===== config.mk =====
export PLATFORM = sky130hd
export DESIGN_NAME = store_rmw_unit_flat
export DESIGN_NICKNAME = d
export VERILOG_FILES = /design/src/rtl/store_pkg.sv /design/src/rtl/store_rmw_unit_if.sv /design/src/rtl/store_merge.sv /design/src/rtl/store_rmw_unit.sv /design/src/flat_wrapper.sv
export SDC_FILE = /design/constraint.sdc
export NUM_CORES = 1
export LEC_CHECK = 0
export ABC_AREA = 1
export BUFFER_PORTS_ARGS = -buffer_cell sky130_fd_sc_hd__buf_4
export CAP_MARGIN = 20
export CORE_UTILIZATION = 45
export CTS_CLUSTER_DIAMETER = 60
export DETAILED_ROUTE_END_ITERATION = 6
export MAX_ROUTING_LAYER = met4
export PLACE_DENSITY = 0.77
export SYNTH_ARGS = -nofsm -noshare
export SYNTH_HDL_FRONTEND = slang
export SYNTH_SLANG_ARGS = --single-unit
export TNS_END_PERCENT = 1

===== constraint.sdc =====
create_clock -name clk -period 5.7 [get_ports clk]
set_clock_uncertainty 0.2 [all_clocks]
set_input_delay 0 -clock clk [delete_from_list [all_inputs] [get_ports clk]]
set_output_delay 0 -clock clk [all_outputs]
set_load 0.01 [all_outputs]

===== src/rtl/store_pkg.sv =====
// rtl/store_pkg.sv - op encodings, FSM states and size/alignment helpers for the store path
package store_pkg;

  typedef enum logic [1:0] {
    OP_SB = 2'b00,
    OP_SH = 2'b01,
    OP_SW = 2'b10,
    OP_SD = 2'b11
  } op_e;

  typedef enum logic [2:0] {
    ST_IDLE,
    ST_READ,
    ST_WAIT,
    ST_WRITE,
    ST_ERR
  } state_e;

  function automatic logic [3:0] op_bytes(op_e op);
    case (op)
      OP_SB:   return 4'd1;
      OP_SH:   return 4'd2;
      OP_SW:   return 4'd4;
      default: return 4'd8;
    endcase
  endfunction

  // Offset is zero-extended to 3 bits so one helper serves both word widths.
  function automatic logic misaligned(op_e op, logic [2:0] offset, int xlen);
    case (op)
      OP_SB:   return 1'b0;
      OP_SH:   return offset[0];
      OP_SW:   return offset[1:0] != 2'b00;
      default: return (xlen != 64) || (offset != 3'b000);
    endcase
  endfunction

endpackage


===== src/rtl/store_rmw_unit_if.sv =====
// rtl/store_rmw_unit_if.sv - request handshake and data-memory bus of the store unit
interface store_rmw_unit_if #(
  parameter int XLEN   = 32,
  parameter int ADDR_W = 32
);
  import store_pkg::*;

  logic              req_valid;
  logic              req_ready;
  op_e               req_op;
  logic [ADDR_W-1:0] req_addr;
  logic [XLEN-1:0]   req_data;
  logic              done;
  logic              err;
  logic              mem_rd_en;
  logic [ADDR_W-1:0] mem_addr;
  logic              mem_rd_valid;
  logic [XLEN-1:0]   mem_rd_data;
  logic              mem_wr_en;
  logic [XLEN-1:0]   mem_wr_data;

  modport master (
    output req_valid, req_op, req_addr, req_data, mem_rd_valid, mem_rd_data,
    input  req_ready, done, err, mem_rd_en, mem_addr, mem_wr_en, mem_wr_data
  );

  modport slave (
    input  req_valid, req_op, req_addr, req_data, mem_rd_valid, mem_rd_data,
    output req_ready, done, err, mem_rd_en, mem_addr, mem_wr_en, mem_wr_data
  );

endinterface


===== src/rtl/store_merge.sv =====
// rtl/store_merge.sv - combinational byte-lane merge of store data into a memory word
module store_merge
  import store_pkg::*;
#(
  parameter int XLEN  = 32,
  parameter int OFF_W = $clog2(XLEN/8)
) (
  input  logic [XLEN-1:0]  old_word,
  input  logic [XLEN-1:0]  store_data,
  input  op_e              op,
  input  logic [OFF_W-1:0] offset,
  output logic [XLEN-1:0]  merged
);

  localparam int NB = XLEN / 8;

  logic [XLEN-1:0] shifted;

  always_comb begin
    shifted = store_data << {offset, 3'b000};
    merged  = old_word;
    for (int i = 0; i < NB; i++) begin
      if ((i >= int'(offset)) && (i < int'(offset) + int'(op_bytes(op)))) begin
        merged[8*i +: 8] = shifted[8*i +: 8];
      end
    end
  end

endmodule


===== src/rtl/store_rmw_unit.sv =====
// rtl/store_rmw_unit.sv - multi-cycle store path with read-modify-write for sub-word stores
module store_rmw_unit
  import store_pkg::*;
#(
  parameter int XLEN   = 32,
  parameter int ADDR_W = 32
) (
  input  logic clk,
  input  logic rst,
  store_rmw_unit_if.slave bus
);

  localparam int OFF_W = $clog2(XLEN/8);
  localparam int NB    = XLEN / 8;

  state_e            state_q, state_d;
  op_e               op_q;
  logic [ADDR_W-1:0] addr_q;
  logic [XLEN-1:0]   data_q;
  logic [OFF_W-1:0]  off_q;
  logic [XLEN-1:0]   wr_data_q;
  logic [XLEN-1:0]   merged;

  logic [OFF_W-1:0]  req_off;
  logic              accept;
  logic              illegal;
  logic              full;

  assign req_off = bus.req_addr[OFF_W-1:0];
  assign accept  = (state_q == ST_IDLE) && bus.req_valid;
  assign illegal = misaligned(bus.req_op, 3'(req_off), XLEN);
  assign full    = (op_bytes(bus.req_op) == 4'(NB));

  store_merge #(.XLEN(XLEN)) u_merge (
    .old_word   (bus.mem_rd_data),
    .store_data (data_q),
    .op         (op_q),
    .offset     (off_q),
    .merged     (merged)
  );

  always_ff @(posedge clk) begin
    if (rst) state_q <= ST_IDLE;
    else     state_q <= state_d;
  end

  always_comb begin
    state_d = state_q;
    case (state_q)
      ST_IDLE: begin
        if (bus.req_valid) begin
          if (illegal)   state_d = ST_ERR;
          else if (full) state_d = ST_WRITE;
          else           state_d = ST_READ;
        end
      end
      ST_READ:  state_d = ST_WAIT;
      ST_WAIT:  if (bus.mem_rd_valid) state_d = ST_WRITE;
      ST_WRITE: state_d = ST_IDLE;
      ST_ERR:   state_d = ST_IDLE;
      default:  state_d = ST_IDLE;
    endcase
  end

  always_ff @(posedge clk) begin
    if (rst) begin
      op_q      <= OP_SB;
      addr_q    <= '0;
      data_q    <= '0;
      off_q     <= '0;
      wr_data_q <= '0;
    end else if (accept) begin
      op_q   <= bus.req_op;
      addr_q <= {bus.req_addr[ADDR_W-1:OFF_W], {OFF_W{1'b0}}};
      data_q <= bus.req_data;
      off_q  <= req_off;
      if (!illegal && full) wr_data_q <= bus.req_data;
    end else if ((state_q == ST_WAIT) && bus.mem_rd_valid) begin
      wr_data_q <= merged;
    end
  end

  assign bus.req_ready   = (state_q == ST_IDLE);
  assign bus.mem_rd_en   = (state_q == ST_READ);
  assign bus.mem_wr_en   = (state_q == ST_WRITE);
  assign bus.done        = (state_q == ST_WRITE);
  assign bus.err         = (state_q == ST_ERR);
  assign bus.mem_addr    = addr_q;
  assign bus.mem_wr_data = wr_data_q;

endmodule


===== src/flat_wrapper.sv =====
// flat-port wrapper written by rule: the top's interface ports become plain ports
module store_rmw_unit_flat import store_pkg::*;
#(
  parameter int XLEN   = 32,
  parameter int ADDR_W = 32
)
  (clk, rst, bus_req_valid, bus_req_op, bus_req_addr, bus_req_data, bus_mem_rd_valid, bus_mem_rd_data, bus_req_ready, bus_done, bus_err, bus_mem_rd_en, bus_mem_addr, bus_mem_wr_en, bus_mem_wr_data);
  store_rmw_unit_if #(.XLEN(XLEN), .ADDR_W(ADDR_W)) bus_i ();
  input  logic clk;
  input  logic rst;
  input wire logic [$bits(bus_i.req_valid)-1:0] bus_req_valid;
  input wire logic [$bits(bus_i.req_op)-1:0] bus_req_op;
  input wire logic [$bits(bus_i.req_addr)-1:0] bus_req_addr;
  input wire logic [$bits(bus_i.req_data)-1:0] bus_req_data;
  input wire logic [$bits(bus_i.mem_rd_valid)-1:0] bus_mem_rd_valid;
  input wire logic [$bits(bus_i.mem_rd_data)-1:0] bus_mem_rd_data;
  output wire logic [$bits(bus_i.req_ready)-1:0] bus_req_ready;
  output wire logic [$bits(bus_i.done)-1:0] bus_done;
  output wire logic [$bits(bus_i.err)-1:0] bus_err;
  output wire logic [$bits(bus_i.mem_rd_en)-1:0] bus_mem_rd_en;
  output wire logic [$bits(bus_i.mem_addr)-1:0] bus_mem_addr;
  output wire logic [$bits(bus_i.mem_wr_en)-1:0] bus_mem_wr_en;
  output wire logic [$bits(bus_i.mem_wr_data)-1:0] bus_mem_wr_data;
  assign bus_i.req_valid = bus_req_valid;
  assign bus_i.req_op = bus_req_op;
  assign bus_i.req_addr = bus_req_addr;
  assign bus_i.req_data = bus_req_data;
  assign bus_i.mem_rd_valid = bus_mem_rd_valid;
  assign bus_i.mem_rd_data = bus_mem_rd_data;
  assign bus_req_ready = bus_i.req_ready;
  assign bus_done = bus_i.done;
  assign bus_err = bus_i.err;
  assign bus_mem_rd_en = bus_i.mem_rd_en;
  assign bus_mem_addr = bus_i.mem_addr;
  assign bus_mem_wr_en = bus_i.mem_wr_en;
  assign bus_mem_wr_data = bus_i.mem_wr_data;
  store_rmw_unit #(.XLEN(XLEN), .ADDR_W(ADDR_W)) u_core (.clk(clk), .rst(rst), .bus(bus_i));
endmodule

==> summary.txt <==
Timing
  • Slew Viols, Final: 0
  • Worst Max-Slew Pin Slew: about 1 ns
  • Final setup fails: 0
  • Fin crit period: 3.32 ns
  • Unrepaired setup endpoints after global routing: no
  • Crit share post-route: 0.583
  • Fmax achieved: 0.301 GHz
  • Hold Vio Cnt, Final: 0
  • Relative slew slack: 0.334
  • Total negative slack: 0 ns

Layout
  • Final instance area: 7510 um^2
  • Final nets: 1059
  • Area delta synth->final: 56.3%
  • Layout cells sized above 1: 0.212
  • N_diodes: 0

CTS
  • Post-CTS Setup Repair Bufs: 0
  • Clock net sink count: 101
  • CTS tree: built
  • Clock tree buffer depth: 2
  • Worst skew pair latency: 0.38 ns
  • Cts repair resizes: 0
  • H-tree levels: 3
  • Root Driver: clkbuf_8
  • Post-cts hold buffer count: 126
  • Total CTS buffers: 9
  • Worst-path clk slew: 0.10 ns

Place
  • Dpl cell area: roughly 6000 um^2
  • PortBufs: around 170
  • Placer Congestion: roughly 0.9
  • Hpwl dp: between 10 and 15 mm

Setup path
  • Worst path slowest cell: dfxtp_1
  • Worst Path Buf+Inv: 2
  • Worst path max stage delay: approximately 0.62 ns
  • R2r startpoint: u_core.off_q[1]
  • CP top delay family: simple AND/OR/NAND/NOR gates
  • RR Endpoint: u_core.bus.mem_wr_data[29]
  • CP Launch Type: flip-flop
  • Worst Reg-to-Reg Cells: 9
  • CP Cell Sequence: inv_1 > fa_1 > inv_1 > nand3_1 > nand2_1 > nand2_1 > or2_2 > nand3_1 > a21oi_1
  • Worst EP required: between 5 and 6 ns
  • Setup crit end kind: flip-flop
  • Critical path class: flip-flop to flip-flop
  • Internal reg-to-reg setup slack: 2.38 ns
  • Arr. time, crit path: 3.39 ns
  • Worst-path maximum fanout: 34

Floorplanning
  • Core ar.: 10300 um^2
  • Ports: 171
  • DIE HEIGHT: 105 um
  • Initial Util: 0.466
  • Die Wd: 105 um
  • Die ar.: 11100 um^2
  • Number of core rows: 37

Route
  • Post-route ant nets: 0
  • Via Count: 5765
  • Post-route DRC: 0
  • Ratio of routed vias to standard cells: 5.26
  • Initial detailed-routing violation count: 478
  • Initial DRT Pass Iterations: 5
  • Average wire per cell in the routed design: 15.9 um
  • WL final: 17.5 mm

Hold path
  • Hold path cells: 4
  • HP Class: input pin to flip-flop
  • Hold wc startpoint: bus_req_addr[21]
  • Hold EP: u_core.bus.mem_addr[21]

Synthesis
  • Most common cell in the netlist: nand2_1
  • Seq/Total Area, Yosys: 0.421
  • Synth Flop Type: dfxtp_1
  • Yosys reg bits: 101
  • Post-synth EDFFs: 0
  • Synth Area per Inst: 6.90 um^2
  • Gate Count Post-Synth: 697
  • Ys Warns: 0
  • Synth top area share: 0.421
  • Cell variety after synth: 29
  • Async SR Flop Fraction: 0
  • Post-synth top cells: nand2_1, dfxtp_1, a21oi_1
  • Synthesized area: 4810 um^2
  • Post-synth top area cell: dfxtp_1
  • Top area cells in the synthesized netlist: dfxtp_1, nand2_1, a21oi_1

Run status
  • Status: finished clean

Flow run
  • Max-cap violations: 0

GRT
  • First-pass GRT wire length: 27.8 mm
  • Grt ovf: 0
  • Tot GR Track Use: 0.325
  • Pin count of the biggest net entering global routing: a little under 100
  • Antenna violations before repair: 0
  • Vias in the first global route: 5710

Pwr
  • Leakage: ~3.5 nW
  • Peak supply drop: between 0.2 and 0.25 mV
  • Pwr Density: 276 nW/um^2
## power breakdown
group          switching (W)  internal [W]
Combinational       0.000370      0.000282
Clock               0.000259      0.000337
Sequential         0.0000516      0.000772
## layout by cell type (no fill, tap or decap), types with 2 or more instances in the layout
master / count
nand3_1: 57
o21ai_0: 81
nand2_1: 140
ha_1: 2
or2_2: 7
o211ai_1: 16
inv_2: 3
nor2_1: 82
nor3_1: 3
bufinv_16: 4
dlygate4sd3_1: 126
a31oi_1: 8
conb_1: 2
buf_4: 170
inv_1: 44
a21oi_1: 85
dfxtp_1: 101
nand3_2: 2
or2_1: 2
o21ai_1: 2
nand2_2: 2
nor2_4: 3
clkbuf_8: 9
## cell families (layout without fill, tap and decap cells)
logic type / Yosys count / after routing / share of synthesized area
and+or+nand+nor: 299 / 299 / 0.262
AOI/OAI and AO/OA: 194 / 194 / 0.213
DFF: 101 / 101 / 0.421
buffers and inverters: 99 / 360 / 0.0942
adders and majority gates: 3 / 3 / 0.00937
other: 1 / 2 / 0.000780
## worst min-delay path, cell delays in order
cell,delay (ns)
dlygate4sd3_1,0.53
buf_4,0.10
nor2_1,0.03
nor2_1,0.08
## area by class of cell
cell class / count / area, um^2
clock buffers: 10 / 128
clock inverters: 6 / 134
fillers: 744 / 2810
inverters: 48 / 183
multi-input cells: 498 / 2340
flip-flops and latches: 101 / 2020
well taps: 136 / 170
repair buffers: 296 / 2540
## flip-flops by register name, summed over array words and instances, names as in the netlist
signal and flops:
u_core.bus.mem_wr_data 32, u_core.data_q 32, u_core.bus.mem_addr 30, u_core.state_q 3, u_core.off_q 2, u_core.op_q 2
## how the worst max path moves through the flow
stage | cells after the start | endpoint | slack [ns] | start
finish | 9 | u_core.bus.mem_wr_data[29] | 2.38 | u_core.off_q[1]
global route | 9 | u_core.bus.mem_wr_data[26] | 2.10 | u_core.off_q[1]
CTS | 9 | u_core.bus.mem_wr_data[29] | 2.41 | u_core.off_q[1]
detailed placement | 9 | u_core.bus.mem_wr_data[29] | 2.43 | u_core.off_q[1]
global placement | 9 | u_core.bus.mem_wr_data[29] | 2.54 | u_core.off_q[1]
floorplan | 12 | u_core.bus.mem_wr_data[27] | 3.26 | u_core.off_q[1]
## through the flow
stage | util | hold slack (ns) | cells | setup slack, ns | total power, W
2_1_floorplan | - | -0.0651 | 698 | 3.26 | 0.00119
3_3_place_gp | 0.580 | 0.0224 | 953 | 2.54 | 0.00138
3_5_place_dp | 0.580 | 0.0270 | 953 | 2.43 | 0.00139
4_1_cts | 0.728 | 0.171 | 1095 | 2.41 | 0.00206
5_1_grt | 0.728 | 0.212 | 1095 | 2.10 | 0.00217
6_report | 0.728 | 0.197 | 1095 | 2.38 | 0.00207
## layer usage
metal / up-vias / global-route usage / share of wire
met4: 0 / 0.149 / 0.036
li1: 2801 / - / -
met1: 2641 / 0.381 / 0.41
met5: - / - / 0
met2: 265 / 0.553 / 0.49
met3: 58 / 0.0427 / 0.058
No activity file was read; power rests on OpenSTA's default activity.
